$ cat config.mk
export PLATFORM = sky130hd
export DESIGN_NAME = bp_cacc_vdp_sched
export DESIGN_NICKNAME = d
export VERILOG_FILES = /design/src/rtl/bp_cacc_pkg.sv /design/src/rtl/bp_cacc_rr_arb.sv /design/src/rtl/bp_cacc_vdp_sched.sv
export SDC_FILE = /design/constraint.sdc
export NUM_CORES = 1
export LEC_CHECK = 0
export BUFFER_PORTS_ARGS = -buffer_cell sky130_fd_sc_hd__clkbuf_2
export CAP_MARGIN = 5
export CORE_AREA = 2 2 261 263
export CTS_CLUSTER_SIZE = 20
export DETAILED_ROUTE_END_ITERATION = 12
export DIE_AREA = 0 0 263 265
export PLACE_DENSITY = 0.55
export REMOVE_ABC_BUFFERS = 1
export SYNTH_ARGS = -nofsm -noshare
export SYNTH_HDL_FRONTEND = slang
export SYNTH_SLANG_ARGS = --single-unit
$ cat constraint.sdc
create_clock -name clk_i -period 2.9 [get_ports clk_i]
set_input_delay 0.145 -clock clk_i [delete_from_list [all_inputs] [get_ports clk_i]]
set_output_delay 0.145 -clock clk_i [all_outputs]
set_load 0.01 [all_outputs]
$ cat src/rtl/bp_cacc_pkg.sv
// bp_cacc_pkg: shared definitions for the VDP job scheduler.
//   - CSR addresses of the vector-dot-product accelerator (20-bit local space)
//   - scheduler state encoding
//   - buffered job descriptor
//   - helper that maps a write-sequence step to its CSR address
package bp_cacc_pkg;

  localparam logic [19:0] csr_a_ptr_gp   = 20'h00000;
  localparam logic [19:0] csr_b_ptr_gp   = 20'h00040;
  localparam logic [19:0] csr_len_gp     = 20'h00080;
  localparam logic [19:0] csr_start_gp   = 20'h000c0;
  localparam logic [19:0] csr_status_gp  = 20'h00100;
  localparam logic [19:0] csr_res_ptr_gp = 20'h00140;
  localparam logic [19:0] csr_res_len_gp = 20'h00180;
  localparam logic [19:0] csr_op_gp      = 20'h00200;

  // Descriptor pointers are held already zero-extended to a full dword.
  localparam int ptr_width_gp = 64;

  // Index of the final (start) write in the programming sequence.
  localparam logic [2:0] wr_last_gp = 3'd6;

  typedef enum logic [2:0] {
    e_idle,
    e_check,
    e_wr,
    e_wr_resp,
    e_gap,
    e_poll,
    e_poll_resp,
    e_report
  } state_e;

  typedef struct packed {
    logic [ptr_width_gp-1:0] a_ptr;
    logic [ptr_width_gp-1:0] b_ptr;
    logic [ptr_width_gp-1:0] res_ptr;
    logic [3:0]              len;
  } desc_s;

  // Programming order: a_ptr, b_ptr, len, res_ptr, res_len, operation, start.
  // Start must stay last so the VDP never sees a half-programmed job.
  function automatic logic [19:0] wr_seq_addr(input logic [2:0] idx);
    case (idx)
      3'd0:    wr_seq_addr = csr_a_ptr_gp;
      3'd1:    wr_seq_addr = csr_b_ptr_gp;
      3'd2:    wr_seq_addr = csr_len_gp;
      3'd3:    wr_seq_addr = csr_res_ptr_gp;
      3'd4:    wr_seq_addr = csr_res_len_gp;
      3'd5:    wr_seq_addr = csr_op_gp;
      default: wr_seq_addr = csr_start_gp;
    endcase
  endfunction

endpackage

$ cat src/rtl/bp_cacc_rr_arb.sv
// bp_cacc_rr_arb: round-robin arbiter over the descriptor-slot full vector.
// Ports:
//   clk_i, reset_i  clock, synchronous active-high reset
//   req_i           request vector (one bit per slot)
//   yumi_i          grant taken; pointer moves to grant+1 (mod num_req_p)
//   grant_v_o       some request is present
//   grant_id_o      encoded grant (first request at or after the pointer)
//   grant_oh_o      one-hot form of grant_id_o
module bp_cacc_rr_arb
  import bp_cacc_pkg::*;
#(
  parameter int num_req_p = 4
) (
  input  logic                         clk_i,
  input  logic                         reset_i,
  input  logic [num_req_p-1:0]         req_i,
  input  logic                         yumi_i,
  output logic                         grant_v_o,
  output logic [$clog2(num_req_p)-1:0] grant_id_o,
  output logic [num_req_p-1:0]         grant_oh_o
);

  localparam int id_w_lp = $clog2(num_req_p);

  logic [id_w_lp-1:0] rr_ptr_reg;

  // (base + off) mod num_req_p, valid for off < num_req_p.
  function automatic logic [id_w_lp-1:0] wrap_add(input logic [id_w_lp-1:0] base, input int off);
    int sum;
    sum = int'(base) + off;
    if (sum >= num_req_p) sum = sum - num_req_p;
    return id_w_lp'(sum);
  endfunction

  // Scan from the farthest offset down so the nearest request wins.
  always_comb begin
    grant_v_o  = 1'b0;
    grant_id_o = '0;
    for (int k = num_req_p - 1; k >= 0; k--) begin
      if (req_i[wrap_add(rr_ptr_reg, k)]) begin
        grant_v_o  = 1'b1;
        grant_id_o = wrap_add(rr_ptr_reg, k);
      end
    end
  end

  for (genvar gi = 0; gi < num_req_p; gi++) begin : g_oh
    assign grant_oh_o[gi] = grant_v_o & (grant_id_o == id_w_lp'(gi));
  end

  always_ff @(posedge clk_i) begin
    if (reset_i) begin
      rr_ptr_reg <= '0;
    end else if (yumi_i & grant_v_o) begin
      rr_ptr_reg <= wrap_add(grant_id_o, 1);
    end
  end

endmodule

$ cat src/rtl/bp_cacc_vdp_sched.sv
// bp_cacc_vdp_sched: shares one VDP between num_req_p requesters.
// Buffers one descriptor per requester, picks jobs round-robin, programs the
// VDP CSRs over the uncached IO channel, starts it, polls status, and pulses
// done to the owner.
// Ports:
//   clk_i, reset_i                 clock, synchronous active-high reset
//   req_v_i / req_ready_o          per-requester descriptor handshake
//   req_a_ptr_i, req_b_ptr_i,
//   req_res_ptr_i, req_len_i       packed per-requester descriptor fields
//   done_v_o, done_id_o, done_err_o  one-cycle completion report
//   io_cmd_*                       CSR command (valid/ready)
//   io_resp_v_i, io_resp_data_i,
//   io_resp_yumi_o                 CSR response (valid/yumi)
//   busy_o                         a job is in flight
module bp_cacc_vdp_sched
  import bp_cacc_pkg::*;
#(
  parameter int num_req_p     = 4,
  parameter int paddr_width_p = 40,
  parameter int dword_width_p = 64,
  parameter int max_len_p     = 8,
  parameter int poll_gap_p    = 16,
  parameter int poll_limit_p  = 1024
) (
  input  logic                               clk_i,
  input  logic                               reset_i,
  input  logic [num_req_p-1:0]               req_v_i,
  output logic [num_req_p-1:0]               req_ready_o,
  input  logic [num_req_p*paddr_width_p-1:0] req_a_ptr_i,
  input  logic [num_req_p*paddr_width_p-1:0] req_b_ptr_i,
  input  logic [num_req_p*paddr_width_p-1:0] req_res_ptr_i,
  input  logic [num_req_p*4-1:0]             req_len_i,
  output logic                               done_v_o,
  output logic [$clog2(num_req_p)-1:0]       done_id_o,
  output logic                               done_err_o,
  output logic                               io_cmd_v_o,
  output logic                               io_cmd_wr_o,
  output logic [19:0]                        io_cmd_addr_o,
  output logic [dword_width_p-1:0]           io_cmd_data_o,
  input  logic                               io_cmd_ready_i,
  input  logic                               io_resp_v_i,
  input  logic [dword_width_p-1:0]           io_resp_data_i,
  output logic                               io_resp_yumi_o,
  output logic                               busy_o
);

  localparam int id_w_lp   = $clog2(num_req_p);
  localparam int gap_w_lp  = $clog2(poll_gap_p + 1);
  localparam int poll_w_lp = $clog2(poll_limit_p + 1);

  logic [num_req_p-1:0] slot_full;
  logic [num_req_p-1:0] slot_free;
  desc_s                slot_desc [num_req_p];

  logic                 arb_v;
  logic [id_w_lp-1:0]   arb_id;
  logic [num_req_p-1:0] unused_arb_oh;
  logic                 arb_yumi;

  state_e               state_reg,    state_next;
  logic [id_w_lp-1:0]   cur_id_reg,   cur_id_next;
  logic [2:0]           wr_idx_reg,   wr_idx_next;
  logic [gap_w_lp-1:0]  gap_cnt_reg,  gap_cnt_next;
  logic [poll_w_lp-1:0] poll_cnt_reg, poll_cnt_next;
  logic                 err_reg,      err_next;

  desc_s                cur_desc;
  logic [63:0]          wr_data;

  // Only bit 0 of the status register carries meaning.
  logic unused_resp_bits;
  assign unused_resp_bits = ^io_resp_data_i[dword_width_p-1:1];

  // Held low during reset so every output reads 0 while reset_i is high.
  assign req_ready_o = ~slot_full & {num_req_p{~reset_i}};

  // Descriptor slots. A slot is never granted while in flight because
  // arbitration happens only in e_idle.
  for (genvar gi = 0; gi < num_req_p; gi++) begin : g_slot
    logic  full_reg;
    desc_s desc_reg;

    assign slot_full[gi] = full_reg;
    assign slot_desc[gi] = desc_reg;
    assign slot_free[gi] = (state_reg == e_report) & (cur_id_reg == id_w_lp'(gi));

    always_ff @(posedge clk_i) begin
      if (reset_i) begin
        full_reg <= 1'b0;
        desc_reg <= '0;
      end else if (req_v_i[gi] & req_ready_o[gi]) begin
        full_reg         <= 1'b1;
        desc_reg.a_ptr   <= ptr_width_gp'(req_a_ptr_i[gi*paddr_width_p +: paddr_width_p]);
        desc_reg.b_ptr   <= ptr_width_gp'(req_b_ptr_i[gi*paddr_width_p +: paddr_width_p]);
        desc_reg.res_ptr <= ptr_width_gp'(req_res_ptr_i[gi*paddr_width_p +: paddr_width_p]);
        desc_reg.len     <= req_len_i[gi*4 +: 4];
      end else if (slot_free[gi]) begin
        full_reg <= 1'b0;
      end
    end
  end

  // Arbiter sees registered (pre-capture) slot state.
  bp_cacc_rr_arb #(
    .num_req_p (num_req_p)
  ) rr_arb (
    .clk_i      (clk_i),
    .reset_i    (reset_i),
    .req_i      (slot_full),
    .yumi_i     (arb_yumi),
    .grant_v_o  (arb_v),
    .grant_id_o (arb_id),
    .grant_oh_o (unused_arb_oh)
  );

  assign cur_desc = slot_desc[cur_id_reg];

  always_comb begin
    wr_data = '0;
    case (wr_idx_reg)
      3'd0:    wr_data = cur_desc.a_ptr;
      3'd1:    wr_data = cur_desc.b_ptr;
      3'd2:    wr_data = 64'(cur_desc.len);
      3'd3:    wr_data = cur_desc.res_ptr;
      3'd4:    wr_data = 64'd1;
      3'd5:    wr_data = 64'd0;
      default: wr_data = 64'd1;
    endcase
  end

  assign busy_o = (state_reg != e_idle);

  always_comb begin
    state_next     = state_reg;
    cur_id_next    = cur_id_reg;
    wr_idx_next    = wr_idx_reg;
    gap_cnt_next   = gap_cnt_reg;
    poll_cnt_next  = poll_cnt_reg;
    err_next       = err_reg;
    arb_yumi       = 1'b0;
    io_cmd_v_o     = 1'b0;
    io_cmd_wr_o    = 1'b0;
    io_cmd_addr_o  = '0;
    io_cmd_data_o  = '0;
    io_resp_yumi_o = 1'b0;
    done_v_o       = 1'b0;
    done_id_o      = '0;
    done_err_o     = 1'b0;

    case (state_reg)
      e_idle: begin
        if (arb_v) begin
          arb_yumi    = 1'b1;
          cur_id_next = arb_id;
          state_next  = e_check;
        end
      end
      e_check: begin
        // Bad lengths are rejected without touching the VDP.
        if ((cur_desc.len == 4'd0) || (int'(cur_desc.len) > max_len_p)) begin
          err_next   = 1'b1;
          state_next = e_report;
        end else begin
          err_next      = 1'b0;
          wr_idx_next   = '0;
          poll_cnt_next = '0;
          state_next    = e_wr;
        end
      end
      e_wr: begin
        io_cmd_v_o    = 1'b1;
        io_cmd_wr_o   = 1'b1;
        io_cmd_addr_o = wr_seq_addr(wr_idx_reg);
        io_cmd_data_o = dword_width_p'(wr_data);
        if (io_cmd_ready_i) state_next = e_wr_resp;
      end
      e_wr_resp: begin
        io_resp_yumi_o = io_resp_v_i;
        if (io_resp_v_i) begin
          if (wr_idx_reg == wr_last_gp) begin
            gap_cnt_next = '0;
            state_next   = e_gap;
          end else begin
            wr_idx_next = wr_idx_reg + 3'd1;
            state_next  = e_wr;
          end
        end
      end
      e_gap: begin
        gap_cnt_next = gap_cnt_reg + gap_w_lp'(1);
        if (gap_cnt_reg == gap_w_lp'(poll_gap_p - 1)) state_next = e_poll;
      end
      e_poll: begin
        io_cmd_v_o    = 1'b1;
        io_cmd_addr_o = csr_status_gp;
        if (io_cmd_ready_i) state_next = e_poll_resp;
      end
      e_poll_resp: begin
        io_resp_yumi_o = io_resp_v_i;
        if (io_resp_v_i) begin
          if (io_resp_data_i[0]) begin
            err_next   = 1'b0;
            state_next = e_report;
          end else begin
            poll_cnt_next = poll_cnt_reg + poll_w_lp'(1);
            gap_cnt_next  = '0;
            if (poll_cnt_next == poll_w_lp'(poll_limit_p)) begin
              err_next   = 1'b1;
              state_next = e_report;
            end else begin
              state_next = e_gap;
            end
          end
        end
      end
      e_report: begin
        done_v_o   = 1'b1;
        done_id_o  = cur_id_reg;
        done_err_o = err_reg;
        state_next = e_idle;
      end
      default: state_next = e_idle;
    endcase
  end

  always_ff @(posedge clk_i) begin
    if (reset_i) begin
      state_reg    <= e_idle;
      cur_id_reg   <= '0;
      wr_idx_reg   <= '0;
      gap_cnt_reg  <= '0;
      poll_cnt_reg <= '0;
      err_reg      <= 1'b0;
    end else begin
      state_reg    <= state_next;
      cur_id_reg   <= cur_id_next;
      wr_idx_reg   <= wr_idx_next;
      gap_cnt_reg  <= gap_cnt_next;
      poll_cnt_reg <= poll_cnt_next;
      err_reg      <= err_next;
    end
  end

endmodule

==> flow_summary.ini, run 1 <==
[run_status]
status = complete, no violations

[layout]
finish.instance_area_um2 = 33300
largest_register_ffs = 496
layout-drive-gt1-share = 0.226
final_nets = 4282
layout.cells.non_filler = 4624
nFillCells = 6226
syn_to_final_growth_pct = 46.2

[drt]
post-route-drc-count = 0
detail_route.wl_per_cell_um = 18.0
ant_nets = 0
via_count = 23015
viasPerCell = 4.98
routed_wl_um = 83300
drt-pass1-iter-count = 5
drtIter0Drc = 1459

[cts]
cts_buffers = 57
worstSkewPairLatency_ns = 0.60
clk_path_buf_depth = 3
h-tree-depth = 2
path_clk_slew_ns = 0.06
cts_tree = done
cts.sinks = 527
root_buffer = clkbuf_16

[power_and_ir_drop]
leakagePower_nw = 13.2
max-vdd-ir-drop_mv = 0.407
power_density_nw_per_um2 = 562
report.power.total_mw = 18.7

[setup_path]
cp_slowest_cell = mux4_2
max_stage_delay_ns = 0.61
cp.depth = 5
cp.buffers_inverters = 2
arrival_ns = 2.65
critPathRequiredTime_ns = 2.76
rr_worst_depth = 6
path_max_fanout = 54
cp_top_family = multiplexers
critPathKind = flip-flop to primary output
startpoint_type = flip-flop
path_cells = buf_16, mux4_2, a22oi_1, a21oi_1, clkbuf_2
cp-end-kind = primary output

[synthesis]
synth-edff-count = 0
ys_seq_area_frac = 0.464
netlist_top_cells_area = dfxtp_1 (46%), nand2_1 (17%), mux4_2 (12%), o21ai_0 (11%), clkbuf_1 (3.3%)
synth_top_area_cell = dfxtp_1
yosysMostFrequentCell = nand2_1
syn_inst = 2752
synth_top_area_share = 0.464
syn_area_um2 = 22800
netlist_top_cells_count = nand2_1 (1,048), dfxtp_1 (527), o21ai_0 (510), clkbuf_1 (198), mux4_2 (125)
synthFlopType = dfxtp_1
synth_cell_type_count = 55
yosysWarnings = 0
async_reset_ff_frac = 0
synth.avg_cell_area_um2 = 8.27
ys_seq_elements = 527

[placed_design]
hpwl_um = 50800
dpl_cell_area_um2 = 26300
io_buffer_count = 560
dp_slack_ns = 0.534
placedCellCount = 4008
place.gp.congestion = 0.794

[floorplanning]
die_area_um2 = 69700
initial_utilization = 0.341
fp.dieH_um = 265
core_area_um2 = 66800
num_io_pins = 664
rows = 95
die_x_um = 263

[timing]
clock.fmax_mhz = 357
drv_slew = 0
setup_slack_ns = 0.101
period_needed_ns = 2.80
slew_headroom = 0.229
finalCritPeriodShare = 0.965
holdWs_ns = 0.107
worst_pin_slew_ns = 1.16
finalHoldViolCount = 0
skew_ns = 0.0120
setup_violations = 0

[global_routing]
grtUsageTotal = 0.232
antenna_found_initial = 12
grt_pass1_wl_um = 129000
grt-ovfl-total = 0
first_global_vias = 23414
grt_max_degree = 189

[worst_hold_path]
hold_path_depth = 2
hold_path_class = input pin to flip-flop

[flow_run]
cap_violations = 0
==> cells by family after synthesis <==
group	after synthesis	synth area share
AOI/OAI and AO/OA	661	0.156
DFF	527	0.464
xor gates and xnor gates	4	0.00154
and+or+nand+nor	1141	0.195
other	1	0.000165
adders and majority gates	8	0.00440
muxes	129	0.126
buffers and inverters	281	0.0540
==> worst register-to-register path, delay by kind of cell (launching register included) <==
family                 cells  cell delay, ns
multiplexers               1            0.61
AND/OR/NAND/NOR            1            0.60
buffers and inverters      1            0.55
AO/OA/AOI/OAI              3            0.52
flip-flops                 1            0.44
==> power breakdown <==
group | switching (mW) | total, mW | internal [mW]
clock network | 3.09 | 7.19 | 4.09
registers | 0.289 | 8.05 | 7.76
logic | 1.73 | 3.48 | 1.75
total | 5.11 | 18.7 | 13.6
==> cells in the final DEF (no fill, tap or decap), types with 7 or more instances in the layout <==
cell / count
a21oi_1: 62
buf_4: 29
clkinv_2: 14
nand2_1: 1047
o22ai_1: 8
nor2_1: 31
inv_1: 16
clkbuf_16: 58
o21ai_0: 510
buf_12: 18
clkbuf_8: 9
dfxtp_1: 524
nor3_1: 10
mux4_2: 125
a22oi_1: 42
dlygate4sd3_1: 508
ha_1: 7
nand3_1: 9
conb_1: 40
clkbuf_2: 560
clkbuf_1: 13
==> final timing paths <==
| path | startpoint | endpoint | slack [ns] |
|---|---|---|---|
| min reg2reg | g_slot[3].desc_reg[99]$_SDFFE_PP0P_ | g_slot[3].desc_reg[99]$_SDFFE_PP0P_ | 0.45 |
| max | cur_id_reg[0]$_SDFFE_PP0P_ | io_cmd_data_o[14] | 0.10 |
| max reg2reg | cur_id_reg[0]$_SDFFE_PP0P_ | state_reg[0]$_SDFFE_PP0P_ | 0.11 |
| min | reset_i | gap_cnt_reg[0]$_SDFFE_PP0P_ | 0.11 |
==> what timing repair did <==
action                                  in CTS  in global routing
gates resized for setup                      4                  4
buffers inserted                             0                  3
hold buffers                               508                  0
cloned                                       0                  1
endpoints found under the hold margin      503                  0
pin swaps                                    0                  0
endpoints found under the setup margin       8                 15
==> through the flow <==
| stage | util | setup TNS, ns |
|---|---|---|
| after floorplan | - | -2006.67 |
| after global placement | 0.394 | 0 |
| after detailed placement | 0.394 | 0 |
| after CTS | 0.497 | 0 |
| after global routing | 0.498 | -0.00953 |
| final | 0.498 | 0 |
==> per-layer routing <==
layer  routed length, µm  up-vias  share of wire  global-route usage
met5                  92        -         0.0011                   0
li1                    -    11168              -                   -
met1               35200    10737           0.42               0.288
met3                4870      262          0.058              0.0415
met4                4010       14          0.048               0.117
met2               39100      834           0.47               0.386
==> layout make-up <==
type / instances / area, µm² / share of cell area
clock inverter: 21 / 195 / 0.00587
antenna: 4 / 10.0 / 0.000301
multi-input combinational: 1983 / 11200 / 0.336
sequential: 527 / 10600 / 0.317
clock buffer: 79 / 1600 / 0.0481
tap: 873 / 1090 / 0.0328
inverter: 17 / 71.3 / 0.00214
timing repair buffer: 1120 / 8570 / 0.258
(Power assumes the default switching activity.)
==> run 2: changes to the inputs <==
- CORE_AREA: 2 2 261 263 -> 2 2 259 261
- DIE_AREA: 0 0 263 265 -> 0 0 261 263
- PLACE_DENSITY: 0.55 -> 0.58
- clock period: 2.9 -> 2.3 ns (I/O delays scaled with it)
==> flow_summary.ini, run 2 (synthesis gave the netlist of run 1 again) <==
[setup_path]
rr_worst_depth = 9
path_max_fanout = 8
path_cells = buf_12, buf_16, buf_16, mux4_2, a22oi_2, a21oi_2, clkbuf_2
cp_top_family = buffers and inverters
cp.buffers_inverters = 4
path_common_cell = buf_16
arrival_ns = 2.45
max_stage_delay_ns = 0.55
cp_slowest_cell = mux4_2
startpoint_type = flip-flop
critPathRequiredTime_ns = 2.18
ff2ff_setup_slack_ns = -0.17
worstReg2RegEnd = wr_idx_reg[1]$_SDFFE_PP0P_
cp-end-kind = primary output
critPathKind = flip-flop to primary output
regToRegStartpoint = cur_id_reg[0]$_SDFFE_PP0P_

[cts]
cts.sinks = 527
cts_tree = done
path_clk_slew_ns = 0.07
cts_buffers = 58
root_buffer = clkbuf_16
h-tree-depth = 2
clk_path_buf_depth = 3
worstSkewPairLatency_ns = 0.63

[timing]
rsz0062_at_grt = yes
drv_slew = 0
setup_slack_ns = -0.261
period_needed_ns = 2.56
setup_violations = 53
worst_pin_slew_ns = 0.753
finalHoldViolCount = 0
clock.fmax_mhz = 390
holdWs_ns = 0.0908
slew_headroom = 0.498
finalCritPeriodShare = 1.11
skew_ns = 0.0309

[worst_hold_path]
hold_path_class = input pin to flip-flop
hold_path_depth = 4
hold-path-endpoint = g_slot[1].desc_reg[21]$_SDFFE_PP0P_
min_from = reset_i

[global_routing]
grt_pass1_wl_um = 134000
use_met2 = 0.418
first_global_vias = 24183
busiest_layer = met2
grtUsageMet1 = 0.317
antenna_found_initial = 11
met3_usage = 0.0406
grt_max_degree = 151
grtUsageTotal = 0.249
grt-ovfl-total = 0

[power_and_ir_drop]
max-vdd-ir-drop_mv = 0.581
power_density_nw_per_um2 = 720
report.power.total_mw = 25.4
leakagePower_nw = 14.1

[drt]
ant_nets = 0
routed_wl_um = 89500
drt-pass1-iter-count = 5
post-route-drc-count = 0
detail_route.wl_per_cell_um = 18.9
viasPerCell = 5.07
drtIter0Drc = 1849
via_count = 24000

[placed_design]
dp_slack_ns = 0.00295
place.gp.congestion = 0.825
io_buffer_count = 560
hpwl_um = 51900
dpl_cell_area_um2 = 26700

[layout]
postLayoutCoreUtil = 0.539
final_nets = 4389
layout-drive-gt1-share = 0.264
finish.instance_area_um2 = 35400
largest_register_ffs = 496
final_common_cell = nand2_1
layout_common_cells = nand2_1 (1,046), clkbuf_2 (551), dfxtp_1 (523)
syn_to_final_growth_pct = 55.4

[floorplanning]
num_io_pins = 664
die_area_um2 = 68600
fp.dieH_um = 263
rows = 94
die_x_um = 261
initial_utilization = 0.347
core_area_um2 = 65600

[flow_run]
cap_violations = 0

[run_status]
status = finished, violations left
violations = negative setup slack
==> run 2: cell types whose count changed in the layout (fill, tap and decap cells not counted), sizes merged <==
cell,previous run,this run
bufinv,3,8
bufbuf,0,2
clkbuf,640,636
diode,4,10
buf,51,156
dlygate4sd3,508,513
inv,21,18
clkinv,14,13
clkinvlp,0,1
==> run 2: through the flow <==
step	setup TNS, ns	std cells
6_report	-8.90	4731
2_1_floorplan	-2342.58	2527
5_1_grt	-13.16	4730
3_5_place_dp	0	4038
3_3_place_gp	0	4038
4_1_cts	-9.26	4700
==> run 2: worst max-delay path by stage <==
stage / start / endpoint / cells past startpoint
final: cur_id_reg[0]$_SDFFE_PP0P_ / io_cmd_data_o[31] / 7
after global routing: cur_id_reg[0]$_SDFFE_PP0P_ / io_cmd_data_o[6] / 7
after CTS: cur_id_reg[0]$_SDFFE_PP0P_ / io_cmd_data_o[6] / 7
after detailed placement: cur_id_reg[1]$_SDFFE_PP0P_ / poll_cnt_reg[9]$_SDFFE_PP0P_ / 5
after global placement: cur_id_reg[1]$_SDFFE_PP0P_ / poll_cnt_reg[9]$_SDFFE_PP0P_ / 5
after floorplan: cur_id_reg[0]$_SDFFE_PP0P_ / poll_cnt_reg[3]$_SDFFE_PP0P_ / 5
==> run 2: layer usage <==
metal / routed length [µm] / part of all wire
met1: 37500 / 0.42
met2: 42800 / 0.48
met3: 5560 / 0.062
met4: 3660 / 0.041
met5: 24 / 0.00027
==> run 2: worst reg2reg max path, stage by stage (launching register included) <==
cell and delay [ns]:
dfxtp_4 0.37, buf_12 0.15, buf_4 0.13, buf_6 0.11
mux4_2 0.33, or4_4 0.60, a21oi_4 0.25, buf_4 0.16
a211oi_4 0.04, o32ai_1 0.21
==> run 2: area by class of cell <==
| cell class | count | area, µm² |
|---|---|---|
| flip-flops and latches | 527 | 10600 |
| clock inverters | 23 | 348 |
| fillers | 5706 | 30300 |
| clock buffers | 81 | 1660 |
| diodes | 10 | 25.0 |
| multi-input cells | 1983 | 11500 |
| inverters | 17 | 73.8 |
| well taps | 864 | 1080 |
| repair buffers | 1226 | 10100 |
==> run 2: what timing repair did <==
item,CTS,global route
resized for setup,87,53
hold endpoints to repair,503,0
endpoints found under the setup margin,43,54
buffers inserted,30,18
pin swaps,12,14
hold buffers,513,0
cloned,15,4
==> run 2: power breakdown <==
part / switching, mW / internal [mW]
clock: 3.94 / 5.91
sequential: 0.377 / 9.78
combinational: 2.55 / 2.88
total: 6.87 / 18.6
